==> src/rtl/bht_update_queue.sv <==
// Branch-resolution queue feeding BHT updates from execute back to the predictor,
// with saturating branch / mispredict statistics counters.
module bht_update_queue #(
  parameter int INDEX_WIDTH = 5,
  parameter int DEPTH       = 4,
  parameter int CNT_W       = 16
) (
  input  logic                   i_clk,
  input  logic                   i_arst_n,
  input  logic                   i_res_valid,
  input  logic                   i_res_taken,
  input  logic                   i_res_pred_taken,
  input  logic [INDEX_WIDTH-1:0] i_res_index,
  output logic                   o_res_ready,
  input  logic                   i_stall_fetch,
  output logic                   o_bht_update,
  output logic                   o_branch_taken,
  output logic [INDEX_WIDTH-1:0] o_set_index_exec,
  output logic                   o_mispredict,
  input  logic                   i_stats_clear,
  output logic [CNT_W-1:0]       o_branch_count,
  output logic [CNT_W-1:0]       o_mispred_count,
  output logic                   o_full,
  output logic                   o_empty
);

  localparam int AW = (DEPTH > 1) ? $clog2(DEPTH) : 1;
  localparam logic [AW:0]      PTR_ONE = 1;
  localparam logic [CNT_W-1:0] CNT_ONE = 1;

  typedef struct packed {
    logic                   taken;
    logic [INDEX_WIDTH-1:0] index;
  } entry_t;

  entry_t           mem_q [DEPTH];
  logic [AW:0]      wr_ptr_q, wr_ptr_d;
  logic [AW:0]      rd_ptr_q, rd_ptr_d;
  logic             mispredict_q, mispredict_d;
  logic [CNT_W-1:0] branch_cnt_q, branch_cnt_d;
  logic [CNT_W-1:0] mispred_cnt_q, mispred_cnt_d;
  logic             accept, pop, is_mispred;
  entry_t           head;

  // Wrap bit distinguishes full from empty when the low pointer bits match.
  assign o_empty     = (wr_ptr_q == rd_ptr_q);
  assign o_full      = (wr_ptr_q[AW-1:0] == rd_ptr_q[AW-1:0]) && (wr_ptr_q[AW] != rd_ptr_q[AW]);
  assign o_res_ready = ~o_full;

  assign accept     = i_res_valid & o_res_ready;
  assign o_bht_update = ~o_empty;
  assign pop        = o_bht_update & ~i_stall_fetch;
  assign is_mispred = i_res_taken ^ i_res_pred_taken;

  assign head             = mem_q[rd_ptr_q[AW-1:0]];
  assign o_branch_taken   = head.taken;
  assign o_set_index_exec = head.index;

  assign o_mispredict    = mispredict_q;
  assign o_branch_count  = branch_cnt_q;
  assign o_mispred_count = mispred_cnt_q;

  always_comb begin
    wr_ptr_d      = wr_ptr_q;
    rd_ptr_d      = rd_ptr_q;
    mispredict_d  = accept & is_mispred;
    branch_cnt_d  = branch_cnt_q;
    mispred_cnt_d = mispred_cnt_q;

    if (accept) wr_ptr_d = wr_ptr_q + PTR_ONE;
    if (pop)    rd_ptr_d = rd_ptr_q + PTR_ONE;

    // Clear wins over a same-cycle increment; counters stick at all-ones.
    if (i_stats_clear) begin
      branch_cnt_d  = '0;
      mispred_cnt_d = '0;
    end else if (accept) begin
      if (!(&branch_cnt_q)) branch_cnt_d = branch_cnt_q + CNT_ONE;
      if (is_mispred && !(&mispred_cnt_q)) mispred_cnt_d = mispred_cnt_q + CNT_ONE;
    end
  end

  // NOTE: sequential state uses non-blocking assignments so every flop samples pre-edge values.
  always_ff @(posedge i_clk or negedge i_arst_n) begin
    if (!i_arst_n) begin
      wr_ptr_q      <= '0;
      rd_ptr_q      <= '0;
      mispredict_q  <= 1'b0;
      branch_cnt_q  <= '0;
      mispred_cnt_q <= '0;
    end else begin
      wr_ptr_q      <= wr_ptr_d;
      rd_ptr_q      <= rd_ptr_d;
      mispredict_q  <= mispredict_d;
      branch_cnt_q  <= branch_cnt_d;
      mispred_cnt_q <= mispred_cnt_d;
    end
  end

  // NOTE: entry storage is not reset; equal pointers already mark every slot as invalid.
  always_ff @(posedge i_clk) begin
    if (accept) begin
      mem_q[wr_ptr_q[AW-1:0]] <= '{taken: i_res_taken, index: i_res_index};
    end
  end

endmodule

==> config.mk <==
export PLATFORM = sky130hd
export DESIGN_NAME = bht_update_queue
export DESIGN_NICKNAME = d
export VERILOG_FILES = /design/src/rtl/bht_update_queue.sv
export SDC_FILE = /design/constraint.sdc
export NUM_CORES = 1
export LEC_CHECK = 0
export BUFFER_PORTS_ARGS = -buffer_cell sky130_fd_sc_hd__buf_2
export CORE_MARGIN = 8
export CORE_UTILIZATION = 55
export DETAILED_ROUTE_END_ITERATION = 8
export PLACE_DENSITY = 0.81
export SETUP_SLACK_MARGIN = 0.02
export SYNTH_ARGS = -nofsm -noshare
export SYNTH_HDL_FRONTEND = slang
export SYNTH_SLANG_ARGS = --single-unit
==> constraint.sdc <==
create_clock -name i_clk -period 5.7 [get_ports i_clk]
set_input_delay 0.285 -clock i_clk [delete_from_list [all_inputs] [get_ports i_clk]]
set_output_delay 0.285 -clock i_clk [all_outputs]
set_load 0.1 [all_outputs]
# Yosys cells after proc, flatten, opt, wreduce, memory -nomap -nowiden
# Memories as Yosys holds them, arrays and structs flattened.
# Cells that the tools add are included.
# W data, S select, Z words.
[totals] elab_cells=38 n_memories=1 reg_bits=39 inputBits=12 out_inout_bits=43 ramBits=24
[memory_table] name="mem_q" depth=4 word_bits=6 rd=1 rd_clocked_by_memory_dff=0 wr=1 line="36" text="entry_t mem_q [DEPTH];"
[classes] n_reduce_logical=9 eq_ne=4 bitwise_logic=7 addsub=4 mux=8
[op_table] op="$mux W16" n=6
[op_table] op="$add A16 B1 Y16 const B" n=2
[op_table] op="$reduce_and A16 Y1" n=2
[op_table] op="$add A3 B1 Y3 const B" n=2
[op_table] op="$reduce_and A2 Y1" n=2
[op_table] op="$reduce_bool A2 Y1" n=2
[op_table] op="$and A1 B1 Y1" n=3
[op_table] op="$eq A3 B3 Y1" n=1
[op_table] op="$not A1 Y1" n=3
[op_table] op="$eq A2 B2 Y1" n=1
[op_table] op="$logic_and A1 B1 Y1" n=2
[op_table] op="$mux W1" n=2
[op_table] op="$ne A2 B2 Y1 const B" n=1
[op_table] op="$logic_not A1 Y1" n=1
[op_table] op="$ne A1 B1 Y1" n=1
[op_table] op="$xor A1 B1 Y1" n=1

# Longest topological paths before layout
# Gate-level depths: netlist of run 1.
[logic_depth] ltp_word=6 depth_mapped=7 ltp_nobuf=5

# Worst setup path after synthesis of run 1
# No wires, ideal clock.
[synth_timing] kind="register -> output" start="register rd_ptr_q[1]" end="output port o_empty" required_time_ns=5.415 setup_slack_ns=2.835 stages_incl_launch_ff=5 path_buffers=1 arrival_ns=2.580 path_cell_list="dfrtp_1 > buf_4 > xnor2_1 > nand3_1 > inv_1"
[synth_via] elab_chain_cells=1
[synth_rtl] item="start: declaration" line="38" text="logic [AW:0] rd_ptr_q, rd_ptr_d;"
[synth_rtl] item="start signal: assignment" line="93" text="rd_ptr_q <= rd_ptr_d;"
[synth_rtl] item="$eq A3 B3 Y1" line="46" text="assign o_empty = (wr_ptr_q == rd_ptr_q);"
[synth_rtl] item="end: declaration" line="24" text="output logic o_empty"
# No other way between the ends.

# Worst setup path after layout of run 1
[layout_timing] start="register rd_ptr_q[0]" end="register mispred_cnt_q[5] (netlist: o_mispred_count[5])"
[layout_via] elab_chain_cells=6
[layout_rtl] item="$eq A2 B2 Y1" line="47" text="assign o_full = (wr_ptr_q[AW-1:0] == rd_ptr_q[AW-1:0]) && (wr_ptr_q[AW] != rd_ptr_q[AW]);"
[layout_rtl] item="$logic_and A1 B1 Y1" line="47"
[layout_rtl] item="$not A1 Y1" line="48" text="assign o_res_ready = ~o_full;"
[layout_rtl] item="$and A1 B1 Y1" line="50" text="assign accept = i_res_valid & o_res_ready;"
[layout_rtl] item="$reduce_bool A2 Y1 (no line)"
[layout_rtl] item="$reduce_and A2 Y1 (no line)"
[layout_rtl] item="end signal: assignment" line="96" text="mispred_cnt_q <= mispred_cnt_d;"
[layout_rtl] item="end: declaration" line="41" text="logic [CNT_W-1:0] mispred_cnt_q, mispred_cnt_d;"
# No other way between the ends.
# A chain may end at the register's enable or synchronous reset.

==> results of run 1 <==
## worst paths after layout
| path | start | depth (start not counted) | end | slack (ps) |
|---|---|---|---|---|
| max | rd_ptr_q[0]$_DFFE_PN0P_ | 5 | o_mispred_count[5]$_DFFE_PN0P_ | 3320 |
| min | i_arst_n | 1 | o_mispred_count[3]$_DFFE_PN0P_ | 50 |
| max reg2reg | rd_ptr_q[0]$_DFFE_PN0P_ | 5 | o_mispred_count[5]$_DFFE_PN0P_ | 3320 |
| min reg2reg | wr_ptr_q[2]$_DFFE_PN0P_ | 1 | wr_ptr_q[2]$_DFFE_PN0P_ | 580 |
| max in group asynchronous | i_arst_n | 1 | o_branch_count[0]$_DFFE_PN0P_ | 5100 |
| min in group i_clk | i_res_index[4] | 1 | mem_q[0][4]$_DFFE_PP_ | 170 |
## cells in the final DEF (no fill, tap or decap), types with 2 or more instances in the layout
cell / synthesis / layout
clkinv_1: 0 / 3
mux4_1: 6 / 6
buf_2: 4 / 54
dfrtp_1: 39 / 39
ha_1: 7 / 7
xor2_1: 4 / 4
o21ai_0: 4 / 4
nor2_1: 11 / 11
and2_1: 4 / 4
mux2_1: 5 / 5
and3_1: 2 / 2
bufinv_16: 0 / 2
nand3_1: 16 / 16
nor3_1: 3 / 3
clkbuf_8: 0 / 9
a31o_2: 2 / 2
nor2b_1: 7 / 7
nor4b_1: 3 / 3
and4_1: 3 / 3
mux2_2: 4 / 4
inv_1: 11 / 11
or3_1: 4 / 4
xor2_2: 2 / 2
a21oi_1: 20 / 20
o31ai_1: 15 / 15
nand2_1: 11 / 11
or4_1: 16 / 16
nand4_1: 9 / 9
nor4_1: 8 / 8
o41ai_1: 2 / 2
nand2b_1: 2 / 2
xnor2_1: 4 / 4
edfxtp_1: 24 / 24
## power by group through the flow
stage          clock (mW)  combinational, mW  sequential, mW
6_report            0.404              0.814           0.624
5_1_grt             0.428              0.857           0.633
4_1_cts             0.408              0.820           0.625
3_5_place_dp            0              0.818           0.633
3_3_place_gp            0              0.807           0.628
2_1_floorplan           0              0.679           0.657
## cell families (layout without fill, tap and decap cells)
group / count (synthesis) / in the layout / share of synthesized area (%)
buffers and inverters: 23 / 80 / 3.44
xor gates and xnor gates: 11 / 11 / 3.59
DFF: 63 / 63 / 51.3
adders and majority gates: 7 / 7 / 2.65
and+or+nand+nor: 106 / 106 / 19.8
muxes: 15 / 15 / 7.83
AOI/OAI and AO/OA: 53 / 53 / 11.5
## state kept, by name, summed over array words and instances (netlist names)
signal           cells
wr_ptr_q             3
o_mispred_count     16
mem_q               24
o_branch_count      16
o_mispredict         1
rd_ptr_q             3
## Yosys cell counts, types with 2 or more instances
cell	n	area share (%)
dfrtp_1	39	29
edfxtp_1	24	22
a21oi_1	20	3.0
nand3_1	16	2.4
or4_1	16	3.6
o31ai_1	15	3.4
inv_1	11	1.2
nand2_1	11	1.2
nor2_1	11	1.2
nand4_1	9	1.7
nor4_1	8	1.5
ha_1	7	2.6
nor2b_1	7	1.3
mux4_1	6	4.8
mux2_1	5	1.7
and2_1	4	0.76
buf_2	4	0.60
clkbuf_1	4	0.45
mux2_2	4	1.4
o21ai_0	4	0.60
or3_1	4	0.76
xnor2_1	4	1.1
xor2_1	4	1.1
and4_1	3	0.79
nor3_1	3	0.45
nor4b_1	3	0.79
a31o_2	2	0.53
and3_1	2	0.38
buf_4	2	0.45
buf_6	2	0.68
nand2b_1	2	0.38
o41ai_1	2	0.53
xor2_2	2	0.98
## metal layers
metal | up-vias | global-route usage (%) | wire length [um]
li1 | 1195 | - | -
met5 | - | 0 | 0
met2 | 94 | 25.5 | 3310
met1 | 1242 | 21.7 | 3020
met4 | 0 | 7.66 | 99
met3 | 7 | 4.01 | 499
## worst max-delay path: stages (launching register included)
cell,delay (ps)
dfrtp_1,650
xor2_2,190
o311ai_4,760
inv_1,250
and4b_1,270
nor3_1,160
## through the flow
step | hold slack (ps) | total power [mW] | area [um^2] | cells | setup WS [ps]
finish | 54.0 | 1.84 | 3800 | 410 | 3320
CTS | 87.7 | 1.85 | 3800 | 410 | 3320
global route | 134 | 1.92 | 3800 | 410 | 3110
detailed placement | 453 | 1.45 | 3600 | 395 | 3320
global placement | 454 | 1.43 | 3600 | 395 | 3430
floorplan | -10.6 | 1.34 | 3310 | 278 | 2830
## area by class of cell
class | count | area share (%)
clock inverters | 6 | 2.01
repair buffers | 54 | 7.11
flip-flops and latches | 63 | 44.6
well taps | 75 | 2.47
multi-input cells | 192 | 39.4
clock buffers | 9 | 3.26
inverters | 11 | 1.09
==> impl_metrics.toml, run 1 <==
[outcome]
status = "finished, final reports clean"

[route]
ant_nets = 0
vias = 2538
dr.pass1.iters = 4
first_iter_violations = 122
vias_per_cell = 6.19
wire_per_inst_um = 16.9
wl_um = 6930
drc = 0

[final_layout]
syn2layout_area_growth_pct = 14.9
n_fill_cell = 456
final_util_pct = 64.6
seq_area_um2 = 1700
drive_above_1_share_pct = 24.8
final_nets = 350
n_antenna_cell = 0
multi_input_area_um2 = 1500

[synthesis]
avgSynthCellArea_um2 = 11.9
synth-seq-cells = 63
synth_edf_count = 24
ys_warn_count = 0
synth_cells = 278
synthFlopType = "dfrtp_1"
async_flop_share_pct = 61.9
synth-seq-area-share_pct = 51.3
synth.distinct_cells = 51
synth_fp_nets = 297
netlist_area_um2 = 3310

[clock_network]
root_buffer = "clkbuf_8"
cts_buffers = 9
h-tree-depth = 3
cts_buffer_depth = 2
holdBufCountCts = 0
post_cts_resized = 0
cts.sinks = 63
cts_setup_buffers = 0
cts_tree = "built"
clk_pin_slew_ps = 70
worstSkewPairLatency_ps = 330

[pwr]
p_int_uw = 956
power.switching_uw = 885
clkPwrFrac_pct = 22.0
pwr-share-comb_pct = 44.2
ir_drop_v = 0.000593
p_per_area_nw_per_um2 = 484
switching_share_pct = 48.1
p_leak_nw = 1.58
seqPwrFrac_pct = 33.9

[place]
hpwlAfterDp_um = 4800
place.gp.congestion = 0.771
io_buffers = 54

[global_routing]
grt_pass1_wl_um = 11600
grt_pass1_vias = 2348
grtUsageTotal_pct = 16.6
overflow = 0
grt_max_degree = 41
antenna_found_initial = 0

[worst_setup_path]
critPathArrivalTime_ps = 2630
crit_required_ps = 5950
path_max_fanout = 25
critPathKind = "register to register"
cp-start-kind = "register"
endpoint_kind = "register"

[die]
start_util_pct = 56.2
rows = 28
core_um2 = 5890
die_height_um = 93.6
io_pins = 55
dieArea_um2 = 8760
die_x_um = 93.6

[timing]
min_period_over_period_pct = 41.8
setup_tns_ps = 0
hold_violations = 0
fmax_ghz = 0.420
drv_slew = 0
final-setup-viol-count = 0
finClkSkew_ps = 6.83
worst_pin_slew_ps = 973
period_needed_ps = 2380
slew_headroom_pct = 34.6
rsz0062_at_grt = "no"

[run]
maxCapViolCount = 0

[hold_path]
hold_class = "input port to asynchronous set/reset pin"
Note: power is estimated with default switching activity, not from simulation.
==> run 2: changes to the inputs <==
clock period = 2.2 ns   (was 5.7 ns; I/O delays follow)
==> run 2 against run 1 <==
  * Cell area is 4.6% higher
  * Combinational power rose to 2.8 times the previous value
  * Global-route usage up 2.2 points
  * Non-clock buffer count rose by 17
  * Critical endpoint is now o_full
  * Largest cell class unchanged
  * Largest power group unchanged
==> impl_metrics.toml, run 2 (synthesis results as in run 1) <==
[outcome]
status = "finished, final reports clean"

[timing]
finClkSkew_ps = 7.27
hold_violations = 0
min_period_over_period_pct = 93.2
setup_tns_ps = 0
slew_headroom_pct = 44.7
worst_pin_slew_ps = 830
final-setup-viol-count = 0
setup_ws_ps = 150
period_needed_ps = 2050
fmax_ghz = 0.488
rsz0062_at_grt = "no"
drv_slew = 0

[pwr]
p_leak_nw = 1.57
finalPower_mw = 4.81
pwr-share-comb_pct = 47.8
power.switching_mw = 2.36
switching_share_pct = 49.2
clkPwrFrac_pct = 19.5
seqPwrFrac_pct = 32.8
p_per_area_nw_per_um2 = 1210
ir_drop_v = 0.000841
p_int_mw = 2.45

[route]
vias_per_cell = 6.05
drc = 0
dr.pass1.iters = 4
vias = 2590
wl_um = 7720
first_iter_violations = 99
ant_nets = 0
wire_per_inst_um = 18.0

[clock_network]
cts_buffers = 9
cts_buffer_depth = 2
cts.sinks = 63
cts_tree = "built"
worstSkewPairLatency_ps = 330
root_buffer = "clkbuf_8"
post_cts_resized = 0
clk_pin_slew_ps = 70
h-tree-depth = 3

[global_routing]
antenna_found_initial = 0
grt_pass1_wl_um = 13100
grt_util_met3_pct = 4.49
grt_max_degree = 37
grt.busiest_layer = "met2"
grtUsageTotal_pct = 18.8
met2_usage_pct = 30.6
gr-usage-met1_pct = 24.0
overflow = 0
grt_pass1_vias = 2616

[worst_setup_path]
endpoint_kind = "output port"
rr_startpoint = "wr_ptr_q[1]$_DFFE_PN0P_"
path_max_fanout = 5
cp_num_buf_inv = 2
r2r_slack_ps = 160
critPathArrivalTime_ps = 1940
path_delay_family = "buffers and inverters"
crit_slowest_cell = "dfrtp_1"
crit_required_ps = 2090
cp-start-kind = "register"
ff2ff_path_depth = 4
r2r_end = "o_branch_count[15]$_DFFE_PN0P_"
critPathKind = "register to output port"
path_cells = "xnor2_1 > nand3_1 > clkinvlp_4 > buf_2"
slowest_delay_ps = 470

[die]
die_height_um = 93.6
dieArea_um2 = 8760
io_pins = 55
die_x_um = 93.6
start_util_pct = 56.2
rows = 28
core_um2 = 5890

[hold_path]
hold_depth = 1
hold-path-endpoint = "mem_q[1][5]$_DFFE_PP_"
hold_class = "input port to register"
hold_start = "i_res_taken"

[final_layout]
largest_reg_flops = 24
syn2layout_area_growth_pct = 20.1
drive_above_1_share_pct = 36.3
n_antenna_cell = 0
fin_area_um2 = 3980
final_common_cell = "buf_2"
final_util_pct = 67.5
final_cell_mix = "54 x buf_2, 30 x dfrtp_2, 24 x edfxtp_1, 20 x a21oi_1"
final_nets = 367

[place]
placedInstanceArea_um2 = 3740
io_buffers = 54
dp_slack_ps = 173
place.gp.congestion = 0.885
hpwlAfterDp_um = 5500

[run]
maxCapViolCount = 0
[run 2: routing by layer]
metal	wire, um	share of wire [%]	up-vias
li1	-	-	1230
met1	3270	42	1275
met2	3960	51	74
met3	383	5.0	11
met4	114	1.5	0
met5	0	0	-
[run 2: how the worst max path moves through the flow]
| stage | to | start | cells after the start | slack [ps] |
|---|---|---|---|---|
| floorplan | o_empty | rd_ptr_q[1]$_DFFE_PN0P_ | 4 | -350 |
| global placement | o_branch_count[15]$_DFFE_PN0P_ | wr_ptr_q[0]$_DFFE_PN0P_ | 4 | 230 |
| detailed placement | o_branch_count[15]$_DFFE_PN0P_ | wr_ptr_q[1]$_DFFE_PN0P_ | 4 | 170 |
| CTS | o_full | wr_ptr_q[1]$_DFFE_PN0P_ | 4 | 150 |
| global route | o_full | wr_ptr_q[1]$_DFFE_PN0P_ | 4 | 30 |
| finish | o_full | wr_ptr_q[1]$_DFFE_PN0P_ | 4 | 150 |
[run 2: what timing repair did]
action                    CTS  global route
buffers inserted            0             0
hold endpoints to repair   55             0
hold buffers                6             0
[run 2: power by group through the flow]
stage          registers (mW)  clock network (mW)  logic, mW
5_1_grt                  1.60               0.998       2.43
2_1_floorplan            1.71                   0       1.78
3_5_place_dp             1.60                   0       2.30
3_3_place_gp             1.58                   0       2.25
6_report                 1.58               0.937       2.30
4_1_cts                  1.58               0.951       2.32
[run 2: final cells by class]
cell class              count  area, um^2
fillers                   452        1910
multi-input cells         192        1500
clock buffers              10         128
repair buffers             71         413
well taps                  75        93.8
flip-flops and latches     63        1740
inverters                  11        48.8
clock inverters             6        51.3
[run 2: through the flow]
stage	instances	hold slack, ps
after global routing	428	22.3
after detailed placement	406	262
final	428	33.5
after global placement	406	243
after floorplan	278	-186
after CTS	428	20.6
==> run 3: changes to the inputs <==
RECOVER_POWER = 25   (was not set)
==> run 3 against run 2 <==
  * Clock-buffer cell count unchanged
  * Critical path depth unchanged
  * Core utilization down 0.19 points
  * Wire length increased by 0.53%
  * Maximum frequency about the same
  * Cell area is 0.28% lower
  * Clock power barely moved
  * Non-clock buffer count did not move
==> impl_metrics.toml, run 3 (synthesis results as in run 1) <==
[outcome]
status = "finished, final reports clean"

[route]
ant_nets = 0
vias = 2605
vias_per_cell = 6.09
drc = 0
wire_per_inst_um = 18.1
wl_um = 7760
first_iter_violations = 120
dr.pass1.iters = 4

[worst_setup_path]
crit_required_ps = 2090
cp-start-kind = "register"
critPathKind = "register to output port"
crit_slowest_cell = "dfrtp_1"
slowest_delay_ps = 470
path_cells = "xnor2_1 > nand3_1 > clkinvlp_4 > buf_2"
path_delay_family = "buffers and inverters"
endpoint_kind = "output port"
path_max_fanout = 5
critPathArrivalTime_ps = 1940
cp_num_buf_inv = 2

[timing]
drv_slew = 0
slew_headroom_pct = 38.5
setup_ws_ps = 149
fmax_ghz = 0.488
hold_violations = 0
min_period_over_period_pct = 93.2
rsz0062_at_grt = "no"
period_needed_ps = 2050
final-setup-viol-count = 0
worst_pin_slew_ps = 922
finClkSkew_ps = 6.87

[clock_network]
cts.sinks = 63
cts_tree = "built"
worstSkewPairLatency_ps = 330
cts_buffers = 9
h-tree-depth = 3
root_buffer = "clkbuf_8"
clk_pin_slew_ps = 70
post_cts_resized = 0
cts_buffer_depth = 2

[run]
maxCapViolCount = 0

[pwr]
finalPower_mw = 4.81
p_leak_nw = 1.55
ir_drop_v = 0.000841
p_per_area_nw_per_um2 = 1210

[global_routing]
grt_max_degree = 37
antenna_found_initial = 0
grt_pass1_wl_um = 13100
overflow = 0
grt_pass1_vias = 2616
grtUsageTotal_pct = 18.8

[final_layout]
drive_above_1_share_pct = 34.3
largest_reg_flops = 24
n_antenna_cell = 0
final_cell_mix = "47 x buf_2, 30 x dfrtp_2, 24 x edfxtp_1, 20 x a21oi_1"
final_common_cell = "buf_2"
final_util_pct = 67.3
n_fill_cell = 457
final_nets = 367
syn2layout_area_growth_pct = 19.8

[place]
io_buffers = 54
dp_slack_ps = 173
place.gp.congestion = 0.885
hpwlAfterDp_um = 5500

[die]
die_x_um = 93.6
start_util_pct = 56.2
core_um2 = 5890
rows = 28
die_height_um = 93.6
io_pins = 55
dieArea_um2 = 8760

[hold_path]
hold_class = "input port to register"
[run 3: worst paths after layout]
path | endpoint | cells past startpoint | slack (ps) | from
min | mem_q[1][5]$_DFFE_PP_ | 1 | 110 | i_res_taken
min in group asynchronous | o_mispred_count[3]$_DFFE_PN0P_ | 2 | 440 | i_arst_n
min reg2reg | rd_ptr_q[2]$_DFFE_PN0P_ | 1 | 570 | rd_ptr_q[2]$_DFFE_PN0P_
max reg2reg | o_branch_count[15]$_DFFE_PN0P_ | 4 | 160 | wr_ptr_q[1]$_DFFE_PN0P_
max in group asynchronous | o_mispred_count[1]$_DFFE_PN0P_ | 2 | 1090 | i_arst_n
max | o_full | 4 | 150 | wr_ptr_q[1]$_DFFE_PN0P_
[run 3: cell type report]
cell class | count | area [um^2] | area share (%)
flip-flops and latches | 63 | 1740 | 43.9
multi-input cells | 192 | 1500 | 37.8
repair buffers | 71 | 402 | 10.1
clock buffers | 10 | 128 | 3.22
well taps | 75 | 93.8 | 2.37
clock inverters | 6 | 51.3 | 1.29
inverters | 11 | 48.8 | 1.23
[run 3: power breakdown]
group | leakage [nW] | internal (mW) | switching [mW] | total, mW
Combinational | 0.766 | 0.516 | 1.78 | 2.30
Clock | 0.0925 | 0.508 | 0.429 | 0.937
Sequential | 0.695 | 1.42 | 0.158 | 1.58
[run 3: layer usage]
metal,part of all wire [%],vias up,global-route usage [%]
li1,-,1231,-
met1,42,1289,24.0
met2,52,75,30.6
met3,4.9,10,4.49
met4,1.5,0,6.61
met5,0,-,0
[run 3: per-stage QoR]
stage / area (um^2) / hold WS [ps] / instances / TNS, ps
floorplan: 3360 / -186 / 278 / -695
global route: 3960 / 103 / 428 / 0
detailed placement: 3740 / 262 / 406 / 0
finish: 3960 / 108 / 428 / 0
CTS: 3980 / 20.6 / 428 / 0
global placement: 3740 / 243 / 406 / 0
[run 3: what timing repair did]
item,CTS,global route
hold buffers,6,0
hold endpoints to repair,55,0
setup buffers,0,0
